`src/rtl/max7219_frame_arbiter.sv`:
```
// rtl/max7219_frame_arbiter.sv - round-robin arbiter feeding one MAX7219 driver, watchdog on completion
// Optional idle-refresh of the last frame: define MAX7219_ARB_REFRESH_EN.
module max7219_frame_arbiter #(
  parameter int TIMEOUT_CYCLES = 40000,
  parameter int TMO_W          = 16,
  parameter int REFRESH_CYCLES = 1000000,
  parameter int REF_W          = 20
) (
  input  logic         clk,
  input  logic         rst,
  input  logic [1:0]   req,
  input  logic [127:0] pixels0,
  input  logic [127:0] pixels1,
  output logic [1:0]   ack,
  output logic [1:0]   grant,
  output logic         tmo,
  output logic         tmo_sticky,
  output logic [127:0] drv_pixels,
  output logic         drv_start,
  input  logic         drv_finish,
  output logic         busy
);

  typedef enum logic [2:0] {IDLE, LOAD, START, WAIT, DONE} state_t;

  state_t           state;
  state_t           state_nxt;
  logic [TMO_W-1:0] wd;
  logic             wd_term;
  logic             timed_out;
  logic             rr_last;
  logic             win;
  logic             refresh_hit;

  assign wd_term = (wd == TMO_W'(TIMEOUT_CYCLES - 1));

  // On a tie the source that did not win last time is served.
  always_comb begin
    win = 1'b0;
    if (req == 2'b10)
      win = 1'b1;
    else if (req == 2'b11)
      win = ~rr_last;
  end

  always_comb begin
    state_nxt = state;
    drv_start = 1'b0;
    busy      = 1'b1;
    ack       = 2'b00;
    tmo       = 1'b0;
    case (state)
      IDLE: begin
        busy = 1'b0;
        if (req != 2'b00 || refresh_hit)
          state_nxt = LOAD;
      end
      LOAD:  state_nxt = START;
      START: begin
        drv_start = 1'b1;
        state_nxt = WAIT;
      end
      WAIT: begin
        if (drv_finish || wd_term)
          state_nxt = DONE;
      end
      DONE: begin
        ack       = grant;
        tmo       = timed_out;
        state_nxt = IDLE;
      end
      default: state_nxt = IDLE;
    endcase
  end

  always_ff @(posedge clk or posedge rst) begin
    if (rst) begin
      state      <= IDLE;
      grant      <= 2'b00;
      drv_pixels <= '0;
      rr_last    <= 1'b1;
      wd         <= '0;
      timed_out  <= 1'b0;
      tmo_sticky <= 1'b0;
    end else begin
      state <= state_nxt;
      case (state)
        IDLE: begin
          // A refresh (no req) leaves grant at 0 and the last frame in place.
          if (req != 2'b00) begin
            grant      <= win ? 2'b10 : 2'b01;
            drv_pixels <= win ? pixels1 : pixels0;
            rr_last    <= win;
          end
        end
        START: begin
          wd        <= '0;
          timed_out <= 1'b0;
        end
        WAIT: begin
          wd        <= wd + TMO_W'(1);
          // A finish on the terminal count wins over the timeout.
          timed_out <= wd_term && !drv_finish;
        end
        DONE: begin
          grant <= 2'b00;
          if (timed_out)
            tmo_sticky <= 1'b1;
        end
        default: ;
      endcase
    end
  end

`ifdef MAX7219_ARB_REFRESH_EN
  logic [REF_W-1:0] ref_cnt;
  logic             frame_valid;
  logic             ref_run;

  assign ref_run     = (state == IDLE) && (req == 2'b00) && frame_valid;
  assign refresh_hit = ref_run && (ref_cnt == REF_W'(REFRESH_CYCLES - 1));

  always_ff @(posedge clk or posedge rst) begin
    if (rst) begin
      ref_cnt     <= '0;
      frame_valid <= 1'b0;
    end else begin
      if (state == IDLE && req != 2'b00)
        frame_valid <= 1'b1;
      if (ref_run && !refresh_hit)
        ref_cnt <= ref_cnt + REF_W'(1);
      else
        ref_cnt <= '0;
    end
  end
`else
  logic [REF_W-1:0] ref_unused;

  assign refresh_hit = 1'b0;
  assign ref_unused  = REF_W'(REFRESH_CYCLES);
`endif

endmodule

```
`config.mk`:
```
export PLATFORM = sky130hd
export DESIGN_NAME = max7219_frame_arbiter
export DESIGN_NICKNAME = d
export VERILOG_FILES = /design/src/rtl/max7219_frame_arbiter.sv
export SDC_FILE = /design/constraint.sdc
export NUM_CORES = 1
export LEC_CHECK = 0
export CAP_MARGIN = 25
export CORE_AREA = 3 3 155 157
export CTS_BUF_LIST = sky130_fd_sc_hd__clkbuf_4
export CTS_CLUSTER_DIAMETER = 80
export DETAILED_ROUTE_END_ITERATION = 10
export DIE_AREA = 0 0 158 160
export GPL_TIMING_DRIVEN = 0
export PLACE_DENSITY = 0.7
export SLEW_MARGIN = 20
export SYNTH_ARGS = -nofsm -noshare
export SYNTH_HDL_FRONTEND = slang
export SYNTH_SLANG_ARGS = --single-unit
```
`constraint.sdc`:
```
create_clock -name clk -period 5.85 [get_ports clk]
set_input_delay 0.585 -clock clk [delete_from_list [all_inputs] [get_ports clk]]
set_output_delay 0.585 -clock clk [all_outputs]
set_load 0.02 [all_outputs]
```
; ---- Yosys cells after proc, flatten, opt, wreduce, memory -nomap -nowiden
; Index checks and enable logic that the tools add are counted.
[totals]
mem_bits_ro = 0
mem_bits_rw = 0
latchBits = 0
mem_count = 0
reg_bits = 152
[classes]
addsub = 1
n_reduce_logical = 11
n_div = 0
n_bitwise = 1
n_mux = 15
n_lt_le_gt_ge = 0
eq_ne = 9
n_shift = 0
mul = 0
[ops]
columns = cell, n
row1 = $mux 128, 1
row2 = $pmux 16 s2, 1
row3 = $add 16x1->16 const B, 1
row4 = $eq 16x16->1 const B, 1
row5 = $pmux 3 s4, 1
row6 = $reduce_and 2->1, 4
row7 = $eq 3x2->1 const B, 2
row8 = $mux 2, 3
row9 = $mux 3, 2
row10 = $reduce_bool 2->1, 3
row11 = $mux 1, 5
row12 = $eq 2x2->1 const B, 2
row13 = $ne 2x2->1 const B, 2
row14 = $pmux 2 s2, 1
row15 = $eq 3x1->1 const B, 1
row16 = $eq 3x3->1 const B, 1
row17 = $logic_not 3->1, 1
row18 = $pmux 1 s2, 1
row19 = $logic_and 1x1->1, 1
row20 = $logic_not 1->1, 1
row21 = $logic_or 1x1->1, 1
row22 = $not 1->1, 1

; ---- Logic depth before layout (Yosys ltp)
[depth]
ltp_word = 6
mapped_depth = 8

; ---- Worst setup path after synthesis
; Ideal clock, no wire load.
[synth_path]
path_type = reg-to-output
start = reg state[2]
end = out drv_start
stages_incl_launch_ff = 5
path_buffers = 2
path_slack_ns = 4.086
arrival_time_ns = 1.179
cell_sequence = dfrtp_1 buf_6 nand2b_1 clkbuf_1 nor2_1
[synth_between]
elab_chain_len = 2
[synth_lines]
columns = element, line_no
row1 = start: declaration, 26  ; state_t state;
row2 = start signal: assignment, 86  ; state <= state_nxt;
row3 = $eq 3x2->1, 52  ; case (state)
row4 = $mux 1, 52
row5 = end: declaration, 19  ; output logic drv_start,
; Every way passes these cells.

; ---- Worst setup path in the final report
; Same ends and word-level chain as after synthesis.

==> flow_metrics.tcl <==
set metrics [dict create \
    die_w_um 158 \
    min_path_type "in2async" \
    fin_util_pct 52.1 \
    cp_top_family "buffers and inverters" \
    setup_viol 0 \
    fin_skew_ns 0.0346 \
    fin_ws_ns 2.88 \
    cts_max_level 4 \
    drtIter0Drc 333 \
    die_area_mm2 0.0253 \
    ys_types 45 \
    antenna_found_initial 1 \
    path_cells "buf_6 > nand2b_1 > clkbuf_1 > nor2_1 > clkdlybuf4s50_1" \
    postCtsSetupRepairBufs 0 \
    worstSetupPathType "reg2out" \
    cts_resized 0 \
    endpoint_kind "primary output" \
    cap_viol_max_count 0 \
    max_stage_delay_ns 0.66 \
    p_per_area_mw_per_mm2 458 \
    seq_area_frac_synth_pct 53.4 \
    setup.worst_path.start_class "register" \
    cts_buffers 17 \
    via_per_inst 4.78 \
    grt_overflow 0 \
    cp.arrival_ns 2.39 \
    yosysWarnings 0 \
    worst_pin_slew_ns 0.616 \
    critical_path_required_ns 5.27 \
    p_sw_w 0.00228 \
    finalWirelength_um 25500 \
    cts.sinks 152 \
    hold_violations 0 \
    hold_buffers 0 \
    max_freq_ghz 0.337 \
    max_slew_margin_pct 58.8 \
    status "complete, no violations" \
    synth.net_count 954 \
    insertion_delay_ns 0.56 \
    finalNetCount 1370 \
    clk_pin_slew_ns 0.14 \
    gp_congestion 0.820 \
    synthesis.instances 692 \
    row_count 55 \
    yosys.area.top_type "dfrtp_1" \
    cts-root-buf "clkbuf_4" \
    cts_tree "done" \
    clockBufferDepth 2 \
    pwr-share-seq_pct 32.6 \
    p_clk_share_pct 12.9 \
    post-synth-top-count-cell "dfrtp_1" \
    synthTopCellsByArea "dfrtp_1 53%, mux2i_1 19%, nand2_1 7.5%" \
    finalCriticalPeriod_ns 2.97 \
    port-buffer-count 396 \
    fill_cells 2116 \
    post-dp-hpwl_um 20300 \
    synth-seq-cells 152 \
    critPathBufInv 3 \
    rsz0062_at_grt "no" \
    synth_edf_count 0 \
    yosys.area.top_type_share_pct 53.0 \
    syn_avg_cell_area_um2 10.3 \
    finalSetupTns_ns 0 \
    grt_first_pass_wirelength_um 37700 \
    place_area_mm2 0.0115 \
    grt_max_degree 86 \
    postLayoutCellArea_mm2 0.0118 \
    vdd_drop_max_mv 0.243 \
    route.detailed.drc 0 \
    drt-pass1-iter-count 5 \
    synthFlopType "dfrtp_1" \
    detail-route-antenna-nets 0 \
    synthToLayoutAreaGrowth_pct 65.3 \
    p_leak_nw 5.05 \
    wl_per_cell_um 18.1 \
    grt_usage_pct 19.4 \
    drive_gt1_share_pct 6.52 \
    core_mm2 0.0226 \
    critPathMaxFanout 10 \
    power_switching_share_pct 42.2 \
    p_int_w 0.00312 \
    fin_crit_sh_pct 50.8 \
    async_reset_ff_share_pct 100 \
    p_comb_share_pct 54.5 \
    synth_commonest_cells "151 x dfrtp_1, 143 x nand2_1, 133 x mux2i_1" \
    ios 397 \
    dp_slack_ns 2.90 \
    dieHeight_um 160 \
    grt_pass1_vias 6692 \
    initial_utilization_pct 31.5 \
    syn_area_mm2 0.00713 \
    maxSlewViolCount 0 \
    vias 6726 \
    crit_path_top_delay_cell "clkdlybuf4s50_1" \
]
sequential cells by signal, summed over array words and instances, names as in the netlist:
signal      flops
grant           2
state           3
rr_last         1
tmo_sticky      1
wd             16
timed_out       1
drv_pixels    128
final cells by class:
cell class	instances	area [um2]	area share (%)
antenna	1	2.50	0.0212
multi-input combinational	486	3050	25.9
tap	285	357	3.03
sequential	152	3800	32.3
clock inverter	14	171	1.45
inverter	7	33.8	0.287
timing repair buffer	397	3990	33.9
clock buffer	17	128	1.08
buffer	47	245	2.08
power groups by stage:
stage	clock network, W	registers [W]	logic [W]
final	0.000699	0.00176	0.00294
after global routing	0.000767	0.00182	0.00318
after CTS	0.000723	0.00176	0.00299
after detailed placement	0	0.00179	0.00299
after global placement	0	0.00177	0.00295
after floorplan	0	0.00228	0.000974
placed cells by master, fill, tap and decap left out, drive strengths merged, types with 2 or more instances in the layout:
master,synthesis,layout
a21oi,4,4
a22o,3,3
and3,3,3
buf,32,33
bufinv,0,3
clkbuf,15,32
clkdlybuf4s50,0,396
clkinv,0,5
clkinvlp,0,2
dfrtp,151,151
inv,7,11
mux2i,133,133
nand2,143,143
nand3,6,6
nand3b,2,2
nand4,3,3
nand4b,2,2
nor2,9,9
nor3,7,7
nor4,2,2
o21a,2,2
o21ai,141,141
o22ai,2,2
o31ai,4,4
o41ai,2,2
or4,4,4
kinds of logic after synthesis:
family,after synthesis,share of synthesized area (%)
adder cells (fa/ha/maj),1,0.176
flip-flops,152,53.4
multiplexers,133,18.7
XOR/XNOR,1,0.123
AND/OR/NAND/NOR,187,11.4
AO/OA/AOI/OAI,164,12.4
buffers and inverters,54,3.81
worst paths after layout:
check                      cells past startpoint  startpoint  slack [ns]              to
hold / removal                                 2         rst        0.45  drv_pixels[69]
setup / recovery                               5    state[2]        2.88       drv_start
max in group asynchronous                      3         rst        4.56         rr_last
min in group clk                               1      wd[15]        0.47          wd[15]
hold reg to reg                                1      wd[15]        0.47          wd[15]
setup reg to reg                               5     rr_last        3.80  drv_pixels[65]
per-layer routing:
layer | routed length [um] | vias to the layer above | track usage (%)
met4 | 495 | 0 | 5.59
met2 | 12700 | 269 | 33.7
met1 | 10300 | 3173 | 23.4
li1 | - | 3258 | -
met5 | 0 | - | 0
met3 | 1980 | 26 | 5.07
through the flow:
stage,std cells,power [W],hold slack (ns)
2_1_floorplan,692,0.00326,0.431
3_3_place_gp,1373,0.00472,0.448
3_5_place_dp,1374,0.00477,0.456
4_1_cts,1405,0.00548,0.433
5_1_grt,1406,0.00577,0.433
6_report,1406,0.00540,0.451
Note: power is estimated with default switching activity, not from simulation.
